[config.mk]
export PLATFORM = sky130hd
export DESIGN_NAME = rv32i_dmem_arbiter
export DESIGN_NICKNAME = d
export VERILOG_FILES = /design/src/rtl/rv32i_dmem_arbiter.sv
export SDC_FILE = /design/constraint.sdc
export NUM_CORES = 1
export LEC_CHECK = 0
export ABC_AREA = 1
export ABC_CLOCK_PERIOD_IN_PS = 4300
export CAP_MARGIN = 15
export CELL_PAD_IN_SITES_DETAIL_PLACEMENT = 1
export CELL_PAD_IN_SITES_GLOBAL_PLACEMENT = 2
export CORE_MARGIN = 2
export CORE_UTILIZATION = 18
export CTS_BUF_LIST = sky130_fd_sc_hd__clkbuf_4 sky130_fd_sc_hd__clkbuf_8
export DETAILED_ROUTE_END_ITERATION = 6
export GPL_TIMING_DRIVEN = 0
export PLACE_DENSITY = 0.88
export SLEW_MARGIN = 20
export SYNTH_ARGS = -nofsm -noshare
export SYNTH_HDL_FRONTEND = slang
export SYNTH_SLANG_ARGS = --single-unit
[constraint.sdc]
create_clock -name clk -period 4.3 [get_ports clk]
set_clock_uncertainty 0.05 [all_clocks]
set_input_delay 1.29 -clock clk [delete_from_list [all_inputs] [get_ports clk]]
set_output_delay 1.29 -clock clk [all_outputs]
set_load 0.1 [all_outputs]
[src/rtl/rv32i_dmem_arbiter.sv]
// Shares the single-port data memory between the CPU MEM stage (C) and DMA (D): fixed CPU priority, DMA starvation guard, bounded DMA lock bursts.
// Accept and write in the same cycle; load data is registered with 1-cycle latency. A requester stalls while valid & !ready.
module rv32i_dmem_arbiter #(
    parameter int WIDTH      = 32,
    parameter int ADDR_WIDTH = 32,
    parameter int MAX_WAIT   = 8,
    parameter int LOCK_MAX   = 16
) (
    input  logic                  clk,
    input  logic                  rst,
    // CPU port
    input  logic                  c_valid,
    output logic                  c_ready,
    input  logic                  c_we,
    input  logic [ADDR_WIDTH-1:0] c_addr,
    input  logic [WIDTH-1:0]      c_wdata,
    input  logic [2:0]            c_func3,
    output logic                  c_rvalid,
    output logic [WIDTH-1:0]      c_rdata,
    // DMA port
    input  logic                  d_valid,
    input  logic                  d_we,
    input  logic [ADDR_WIDTH-1:0] d_addr,
    input  logic [WIDTH-1:0]      d_wdata,
    input  logic [2:0]            d_func3,
    input  logic                  d_lock,
    output logic                  d_ready,
    output logic                  d_rvalid,
    output logic [WIDTH-1:0]      d_rdata,
    // memory port
    output logic                  mem_we,
    output logic [ADDR_WIDTH-1:0] mem_addr,
    output logic [WIDTH-1:0]      mem_wdata,
    output logic [2:0]            mem_func3,
    input  logic [WIDTH-1:0]      mem_rdata
);

    localparam int WAIT_W = $clog2(MAX_WAIT + 1);
    localparam int BEAT_W = $clog2(LOCK_MAX + 1);
    localparam bit LOCK_EN = (LOCK_MAX > 1);

    typedef enum logic [1:0] {
        ST_FREE   = 2'd0,
        ST_LOCKED = 2'd1,
        ST_YIELD  = 2'd2
    } state_t;

    state_t              r_state;
    state_t              w_state_nxt;
    logic [WAIT_W-1:0]   r_wait_cnt;
    logic [WAIT_W-1:0]   w_wait_nxt;
    logic [BEAT_W-1:0]   r_beat_cnt;
    logic [BEAT_W-1:0]   w_beat_nxt;
    logic [BEAT_W-1:0]   w_beat_inc;
    logic                w_wait_sat;
    logic                w_gnt_c;
    logic                w_gnt_d;
    logic                r_c_rvalid;
    logic                r_d_rvalid;
    logic [WIDTH-1:0]    r_c_rdata;
    logic [WIDTH-1:0]    r_d_rdata;

    assign w_wait_sat = (r_wait_cnt >= WAIT_W'(MAX_WAIT));
    assign w_beat_inc = r_beat_cnt + 1'b1;

    always_comb begin
        w_gnt_c     = 1'b0;
        w_gnt_d     = 1'b0;
        w_state_nxt = r_state;
        w_beat_nxt  = r_beat_cnt;
        case (r_state)
            ST_FREE: begin
                if (d_valid && w_wait_sat) begin
                    w_gnt_d = 1'b1;
                end else if (c_valid) begin
                    w_gnt_c = 1'b1;
                end else if (d_valid) begin
                    w_gnt_d = 1'b1;
                end
                if (w_gnt_d && d_lock && LOCK_EN) begin
                    w_state_nxt = ST_LOCKED;
                    w_beat_nxt  = BEAT_W'(1);
                end
            end
            ST_LOCKED: begin
                w_gnt_d = d_valid;
                if (w_gnt_d) begin
                    w_beat_nxt = w_beat_inc;
                end
                // Releasing the lock takes precedence over reaching the burst limit.
                if (!d_lock) begin
                    w_state_nxt = ST_FREE;
                    w_beat_nxt  = '0;
                end else if (w_gnt_d && (w_beat_inc == BEAT_W'(LOCK_MAX))) begin
                    w_state_nxt = ST_YIELD;
                end
            end
            ST_YIELD: begin
                w_gnt_c     = c_valid;
                w_state_nxt = ST_FREE;
                w_beat_nxt  = '0;
            end
            default: begin
                w_state_nxt = ST_FREE;
                w_beat_nxt  = '0;
            end
        endcase
        if (rst) begin
            w_gnt_c = 1'b0;
            w_gnt_d = 1'b0;
        end
    end

    always_comb begin
        w_wait_nxt = r_wait_cnt;
        if (r_state != ST_YIELD) begin
            if (!d_valid || w_gnt_d) begin
                w_wait_nxt = '0;
            end else if (!w_wait_sat) begin
                w_wait_nxt = r_wait_cnt + 1'b1;
            end
        end
    end

    always_comb begin
        mem_we    = 1'b0;
        mem_addr  = '0;
        mem_wdata = '0;
        mem_func3 = 3'b000;
        if (w_gnt_c) begin
            mem_we    = c_we;
            mem_addr  = c_addr;
            mem_wdata = c_wdata;
            mem_func3 = c_func3;
        end else if (w_gnt_d) begin
            mem_we    = d_we;
            mem_addr  = d_addr;
            mem_wdata = d_wdata;
            mem_func3 = d_func3;
        end
    end

    always_ff @(posedge clk or posedge rst) begin
        if (rst) begin
            r_state    <= ST_FREE;
            r_wait_cnt <= '0;
            r_beat_cnt <= '0;
            r_c_rvalid <= 1'b0;
            r_d_rvalid <= 1'b0;
            r_c_rdata  <= '0;
            r_d_rdata  <= '0;
        end else begin
            r_state    <= w_state_nxt;
            r_wait_cnt <= w_wait_nxt;
            r_beat_cnt <= w_beat_nxt;
            r_c_rvalid <= w_gnt_c && !c_we;
            r_d_rvalid <= w_gnt_d && !d_we;
            if (w_gnt_c && !c_we) begin
                r_c_rdata <= mem_rdata;
            end
            if (w_gnt_d && !d_we) begin
                r_d_rdata <= mem_rdata;
            end
        end
    end

    assign c_ready  = w_gnt_c;
    assign d_ready  = w_gnt_d;
    assign c_rvalid = r_c_rvalid;
    assign d_rvalid = r_d_rvalid;
    assign c_rdata  = r_c_rdata;
    assign d_rdata  = r_d_rdata;

endmodule
# Yosys cells after proc, flatten, opt, wreduce, memory -nomap -nowiden
# Index checks and enable logic that the tools add are counted.
[word_totals] register_bits=77 input_bits=173 output_inout_bits=136 elab_cells=59
[op_classes] add_sub_neg=2 reduce_logical=13 n_mux=28 order_cmp=1 eq_ne=8
[op_table] operator="$mux 32" count=4
[op_table] operator="$mux 5" count=3
[op_table] operator="$mux 1" count=10
[op_table] operator="$pmux 5 s2" count=1
[op_table] operator="$mux 4" count=2
[op_table] operator="$mux 2" count=3
[op_table] operator="$mux 3" count=2
[op_table] operator="$ne 3x3->1 const B" count=2
[op_table] operator="$reduce_and 2->1" count=3
[op_table] operator="$add 5x1->5 const B" count=1
[op_table] operator="$eq 5x5->1 const B" count=1
[op_table] operator="$logic_and 1x1->1" count=5
[op_table] operator="$add 4x1->4 const B" count=1
[op_table] operator="$ge 4x4->1 const B" count=1
[op_table] operator="$ne 2x2->1 const B" count=2
[op_table] operator="$pmux 1 s2" count=2
[op_table] operator="$pmux 2 s2" count=1
[op_table] operator="$logic_not 1->1" count=3
[op_table] operator="$eq 2x1->1 const B" count=1
[op_table] operator="$eq 2x2->1 const B" count=1
[op_table] operator="$logic_not 2->1" count=1
[op_table] operator="$ne 2x1->1 const B" count=1
[op_table] operator="$logic_or 1x1->1" count=1

# Longest topological paths before layout
# Gate-level depths: netlist (run 1).
[logic_depth] depth_word=9 mapped_depth=9 mapped_depth_nobuf=9

# Worst setup path before layout (run 1)
# No wires, ideal clock.
[synth_timing] kind="input -> output" from="in d_valid" to="out mem_we" path_stages=8 n_path_buf=2 setup_slack_ns=-0.412 arrival_ns=3.372 t_required_ns=2.960 path_cell_list="buf_4 > nand2_2 > nor2_4 > nand2_4 > inv_4 > buf_6 > nand2_1 > a21oi_1"
[synth_between] elab_chain_cells=8 word_cells_on_any_way=12 cone_classes="mux (11); reduce/logical (1)"
[synth_rtl] element="start, declared" line="21" rtl="input logic d_valid,"
[synth_rtl] element="$mux 1" line="77" rtl="end else if (d_valid) begin"
[synth_rtl] element="$mux 1" line="75" rtl="end else if (c_valid) begin"
[synth_rtl] element="$mux 1" line="73" rtl="if (d_valid && w_wait_sat) begin"
[synth_rtl] element="$mux 1" line="71" rtl="case (r_state)"
[synth_rtl] element="$pmux 1 s2" line="71"
[synth_rtl] element="$mux 1" line="108" rtl="if (rst) begin"
[synth_rtl] element="$mux 1" line="135" rtl="end else if (w_gnt_d) begin"
[synth_rtl] element="$mux 1 *" line="130" rtl="if (w_gnt_c) begin"
[synth_rtl] element="end, declared" line="31" rtl="output logic mem_we,"
# Every way passes the cells marked *; elsewhere a longest branch is shown, timed or not. The select of a mux whose other input is x is not followed.

# Worst setup path after layout (run 1)
[layout_timing] from="in c_valid" to="out mem_wdata[19]"
[layout_between] elab_chain_cells=7 word_cells_on_any_way=11 cone_classes="mux (11)"
[layout_rtl] element="start, declared" line="12" rtl="input logic c_valid,"
[layout_rtl] element="$mux 1" line="75"
[layout_rtl] element="$mux 1" line="73"
[layout_rtl] element="$mux 1" line="71"
[layout_rtl] element="$pmux 1 s2" line="71"
[layout_rtl] element="$mux 1" line="108"
[layout_rtl] element="$mux 32" line="135"
[layout_rtl] element="$mux 32 *" line="130"
[layout_rtl] element="end, declared" line="33" rtl="output logic [WIDTH-1:0] mem_wdata,"
# Marked as above.

==> results.ini, run 1 <==
[logic_synthesis]
synthCells=597
synthArstFlopShare_pct=100.0
synth_seq_area_share_pct=46.04
synth_commonest_cells=357 x nand2_1, 77 x dfrtp_1, 65 x o21ai_0
synth.top_cell.area_share_pct=46.04
syn_area_per_cell_sq_um=7.010
ys_types=23
synthesis.area_sq_mm=0.004185
syn-num-nets=774
yosysMostFrequentCell=nand2_1
ys_dominant_reg_cell=dfrtp_1
ys_seq_elements=77
synth_edf_count=0
yosysTopAreaCell=dfrtp_1
synth_area_leaders=dfrtp_1 46%, nand2_1 32%, o21ai_0 7.8%
yosys_warnings=0

[setup_path]
slowest_delay_ns=0.50
critPathRequiredTime_ns=2.96
end_kind=output pin
r2r_slack_ns=2.56
cp.arrival_ns=2.89
crit_buf_inv=4
cpMostUsedCell=nand2_1
start_kind=input pin
critPathSlowestCell=clkdlybuf4s50_1
path_class=in -> out
crit_family=buffers and inverters
crit_chain=clkdlybuf4s50_1 > nand2_1 > nor2_2 > nand2_4 > inv_6 > buf_2 > nand2_1 > nand2_1 > buf_6
path_max_fanout=10

[global_route]
grt_max_degree=42
overflow=0
grt_pass1_wl_mm=31.68
track_usage_pct=16.99
grt_pass1_vias=5419
grt_antenna_before_repair=0

[die]
die-area_sq_mm=0.02449
die_w_um=156.5
rows=55
core-area_sq_mm=0.02271
ios=309
start_util_pct=18.43
fp.dieH_um=156.5

[placed_design]
numPlacedInstances=1190
hpwlAfterDp_mm=17.02
port_buffers=307
gp_congestion=0.7765

[clocking]
cts_max_level=3
clk_path_buf_depth=2
cts_hold_buf=0
clk_pin_slew_ns=0.08
clkLatencyLatePin_ns=0.36
cts_buffers=9
cts_sinks=77
tritoncts=yes
root_buffer=clkbuf_8

[route]
viasPerCell=4.199
drt-initial-drc-count=187
drt_pass1_iterations=4
antenna_left=0
drcViolationCount=0
wirelength_mm=21.52
wire_per_inst_um=17.82
via_count=5072

[hold_path]
hold_path_class=reg -> reg

[timing]
tightest_slew_ns=1.104
whs_ns=0.4520
fin_tns_setup_ns=0
timing.final.crit_period_ns=4.234
report.final.slew_viol_count=0
min_period_over_period_pct=98.46
slew_headroom_pct=26.14
fmaxAchievable_ghz=0.2362
setup_viol=0
hold_violations=0

[power]
power_density_mw_per_mm2=459.7
p_leak_nw=3.836
peakVddDrop_v=0.0002668

[final_layout]
n_fill_cell=2738
fin_cells=1208
finish.utilization_pct=35.12
drive_gt1_share_pct=15.84
syn_to_final_growth_pct=90.58
fin_nets=1094

[flow_run]
drv_cap=0

[run_status]
status=complete, no violations

-- what timing repair did --
item | 4_1_cts | 5_1_grt
gates resized for setup | 447 | 49
pin swaps | 1 | 1
setup buffers | 1 | 0
endpoints found under the setup margin | 70 | 60
cloned | 0 | 0
-- power breakdown --
group          leakage [nW]  switching (mW)  internal, mW
registers             0.977          0.0747         0.857
logic                  2.76            1.64         0.527
clock network        0.0957           0.295         0.274
-- area by class of cell --
cell class,count,area [sq um],share of cell area [%]
Antenna cell,1,2.502,0.03137
Buffer,33,237.7,2.980
Clock buffer,10,131.4,1.647
Clock inverter,6,63.81,0.8000
Inverter,16,70.07,0.8784
Multi-Input combinational cell,471,2017,25.29
Sequential cell,77,1927,24.16
Tap cell,285,356.6,4.471
Timing Repair Buffer,309,3171,39.75
-- through the flow --
step                worst slack (ns)  power, mW  area, sq um
floorplan                     0.1402      2.434         4212
global placement              -1.081      3.080         7641
detailed placement            -1.114      3.100         7671
CTS                         0.004050      3.684         7790
global route                -0.03701      3.822         7974
finish                       0.06606      3.667         7976
-- registers in the layout, summed over array words and instances, names as in the netlist --
register / cells
c_rdata: 32
d_rdata: 32
r_beat_cnt: 5
r_wait_cnt: 4
r_state: 2
c_rvalid: 1
d_rvalid: 1
-- cells by family (layout without fill, tap and decap cells) --
family          Yosys count  after routing  synth area share [%]
compound gates           68             68                 8.131
fa+ha+maj                 4              4                 1.196
simple gates            398            398                 37.79
xor+xnor                  1              1                0.2093
buf+inv                  49            374                 6.637
flops                    77             77                 46.04
other cells               0              1                     0
-- path summary, 6_finish.rpt --
path,start,to,depth (start not counted)
max in group asynchronous,rst,c_rdata[8],3
worst max register to register,r_state[0],c_rdata[22],8
worst min register to register,c_rdata[26],c_rdata[26],2
worst max-delay path,c_valid,mem_wdata[19],9
worst min-delay path,c_rdata[26],c_rdata[26],2
min in group asynchronous,rst,d_rdata[3],2
-- worst reg2reg max path: stages, from the launching register on --
cell and delay [ns]:
dfrtp_1 0.43, inv_2 0.08, nand2_1 0.06, nor2_2 0.13
nand2_4 0.13, buf_4 0.19, clkbuf_1 0.24, o21ai_0 0.24
nand2_1 0.07
-- routing by layer --
metal	vias up	part of all wire [%]	wire (um)	track usage (%)
met1	2364	39	8490	19.28
met5	-	0	0	0
met3	18	9.8	2106	6.369
met4	0	2.5	535	5.854
met2	204	48	10390	29.28
li1	2486	-	-	-
-- placed cells by master (no fill, tap or decap) --
cell             instances
clkdlybuf4s50_1        236
buf_6                   32
nand3_1                  9
nand2_4                  2
nand2_1                346
buf_16                   1
dlygate4sd2_1            1
inv_2                    2
clkbuf_8                 9
a21oi_2                  1
bufinv_16                1
clkbuf_4                 4
ha_1                     4
clkbuf_1                 9
inv_6                    1
nor2_4                   3
buf_4                   37
o21ai_0                 65
nor2_1                  10
buf_12                   8
clkinvlp_4               2
a21oi_1                  2
xor2_1                   1
clkbuf_2                 3
buf_8                    8
clkinv_4                 1
dfrtp_1                 77
nand2_2                 22
nand4_1                  4
nand3b_1                 1
buf_2                    4
nor2_2                   1
clkinv_2                 2
diode_2                  1
inv_1                   11
inv_4                    2
(Power assumes the default switching activity.)
==> run 2: changes to the inputs <==
--- a/config.mk
+++ b/config.mk
@@ -15,6 +15,7 @@
 export CTS_BUF_LIST = sky130_fd_sc_hd__clkbuf_4 sky130_fd_sc_hd__clkbuf_8
 export DETAILED_ROUTE_END_ITERATION = 6
 export GPL_TIMING_DRIVEN = 0
+export MAX_ROUTING_LAYER = met4
 export PLACE_DENSITY = 0.88
 export SLEW_MARGIN = 20
 export SYNTH_ARGS = -nofsm -noshare
==> run 2 against run 1 <==
Count of clock-buffer cells in the layout did not move. Combinational power barely moved. Sequential power barely moved.
==> results.ini, run 2 (same netlist as run 1, synthesis figures left out) <==
[setup_path]
crit_family=buffers and inverters  ; unchanged
slowest_delay_ns=0.50  ; about the same
worstReg2RegEnd=c_rdata[22]  ; unchanged
path_class=in -> out  ; unchanged
r2r_cells=8  ; unchanged
crit_buf_inv=5  ; was 4
end_kind=output pin  ; unchanged
critPathSlowestCell=clkdlybuf4s50_1  ; unchanged
cp.arrival_ns=2.90  ; was 2.89 ns
reg2reg_from=r_state[0]  ; unchanged
path_max_fanout=10  ; unchanged
critPathRequiredTime_ns=2.96  ; about the same
start_kind=input pin  ; unchanged
cpMostUsedCell=nand2_1  ; unchanged
crit_chain=clkdlybuf4s50_1 > nand2_1 > nor2_2 > nand2_4 > inv_6 > buf_8 > buf_6 > nand2_1 > nand2_2 > buf_12  ; was clkdlybuf4s50_1 > nand2_1 > nor2_2 > nand2_4 > inv_6 > buf_2 > nand2_1 > nand2_1 > buf_6
r2r_slack_ns=2.58  ; was 2.56 ns

[power]
power_density_mw_per_mm2=460.5  ; was 459.7 mW/mm^2
p_comb_share_pct=59.0  ; was 59.1%
peakVddDrop_v=0.0002672  ; was 0.0002668 V
swShare_pct=54.87  ; was 54.80%
p_clk_share_pct=15.6  ; was 15.5%
intPower_mw=1.657  ; about the same
power_frac_seq_pct=25.4  ; about the same
p_sw_mw=2.014  ; was 2.010 mW
p_leak_nw=3.834  ; was 3.836 nW
finalPower_mw=3.671  ; was 3.667 mW

[global_route]
grt_antenna_before_repair=0  ; unchanged
track_usage_pct=17.47  ; was 16.99%
grt_pass1_vias=5441  ; was 5419
grt_pass1_wl_mm=31.56  ; was 31.68 mm
grt_max_degree=42  ; unchanged
overflow=0  ; unchanged

[final_layout]
fin_nets=1094  ; unchanged
diodes=0  ; was 1
final_cell_mix=345 x nand2_1, 236 x clkdlybuf4s50_1, 77 x dfrtp_1, 65 x o21ai_0, 37 x buf_4  ; was 346 x nand2_1, 236 x clkdlybuf4s50_1, 77 x dfrtp_1, 65 x o21ai_0, 37 x buf_4
layout_commonest_cell=nand2_1  ; unchanged
drive_gt1_share_pct=15.94  ; was 15.84%
finish.utilization_pct=35.11  ; was 35.12%
fin_area_sq_mm=0.007973  ; was 0.007976 sq mm
syn_to_final_growth_pct=90.49  ; was 90.58%

[hold_path]
hold_path_class=reg -> reg  ; unchanged
hold_path.startpoint=c_rdata[26]  ; unchanged
min_delay_path_depth=2  ; unchanged
hold_end=c_rdata[26]  ; unchanged

[timing]
fmaxAchievable_ghz=0.2357  ; was 0.2362 GHz
setup_viol=0  ; unchanged
tightest_slew_ns=1.104  ; about the same
hold_violations=0  ; unchanged
report.final.slew_viol_count=0  ; unchanged
whs_ns=0.4541  ; was 0.4520 ns
fin_tns_setup_ns=0  ; unchanged
slew_headroom_pct=26.15  ; was 26.14%
min_period_over_period_pct=98.69  ; was 98.46%
timing.final.crit_period_ns=4.243  ; was 4.234 ns

[clocking]
clk_pin_slew_ns=0.08  ; about the same
root_buffer=clkbuf_8  ; unchanged
tritoncts=yes  ; unchanged
clk_path_buf_depth=2  ; unchanged
clkLatencyLatePin_ns=0.36  ; about the same
cts_buffers=9  ; unchanged
cts_max_level=3  ; unchanged
cts_sinks=77  ; unchanged

[route]
via_count=5067  ; was 5072
drt-initial-drc-count=193  ; was 187
drcViolationCount=0  ; unchanged
drt_pass1_iterations=4  ; unchanged
viasPerCell=4.198  ; was 4.199
wirelength_mm=21.53  ; was 21.52 mm
wire_per_inst_um=17.84  ; was 17.82 um
antenna_left=0  ; unchanged

[die]
start_util_pct=18.43  ; unchanged
die_w_um=156.5  ; unchanged
core-area_sq_mm=0.02271  ; unchanged
die-area_sq_mm=0.02449  ; unchanged
ios=309  ; unchanged
rows=55  ; unchanged
fp.dieH_um=156.5  ; unchanged

[placed_design]
hpwlAfterDp_mm=17.02  ; unchanged
port_buffers=307  ; unchanged
gp_congestion=0.7879  ; was 0.7765
dpl_cell_area_sq_mm=0.007671  ; unchanged

[flow_run]
drv_cap=0  ; unchanged

[run_status]
status=complete, no violations  ; unchanged

run 2: routing by layer:
metal	part of all wire [%]	global-route usage (%)	wire, um	vias to the layer above
li1	-	-	-	2486
met1	40	19.74	8665	2360
met2	48	29.45	10430	200
met3	8.9	5.539	1922	21
met4	2.4	5.548	510	0
met5	0	-	0	-
run 2: how the worst max path moves through the flow:
stage                     depth (start not counted)       endpoint    start
after floorplan                                   8         mem_we  d_valid
after global placement                           10    mem_addr[7]  c_valid
after detailed placement                          9    mem_addr[7]      rst
after CTS                                        10   mem_addr[11]  c_valid
after global routing                              9  mem_wdata[19]  c_valid
final                                            10   mem_addr[11]  c_valid
run 2: what timing repair did:
item | in CTS | in global routing
endpoints found under the setup margin | 70 | 60
setup buffers | 1 | 0
pin swaps | 1 | 1
hold buffers | 0 | 0
gates cloned | 0 | 0
gates resized for setup | 447 | 49
run 2: tightest hold or removal path, cell delays in order, from the launching register on:
cell and delay (ns):
dfrtp_1 0.34, o21ai_0 0.08, nand2_1 0.05
run 2: power groups by stage:
| stage | Combinational [mW] | Clock [mW] | Sequential, mW |
|---|---|---|---|
| CTS | 2.16 | 0.591 | 0.934 |
| detailed placement | 2.15 | 0 | 0.946 |
| finish | 2.17 | 0.573 | 0.932 |
| global route | 2.25 | 0.617 | 0.950 |
| global placement | 2.14 | 0 | 0.938 |
| floorplan | 0.564 | 0 | 1.87 |
run 2: stage by stage:
step,instances,setup slack (ns)
floorplan,597,0.1402
global placement,1189,-1.081
detailed placement,1190,-1.114
CTS,1207,0.004050
global route,1207,-0.03701
finish,1207,0.05650
run 2: cell type report:
type | count | area [sq um]
fillers | 2741 | 14740
repair buffers | 309 | 3171
multi-input cells | 471 | 2019
flip-flops and latches | 77 | 1927
well taps | 285 | 356.6
plain buffers | 33 | 234.0
clock buffers | 10 | 131.4
inverters | 16 | 70.07
clock inverters | 6 | 63.81
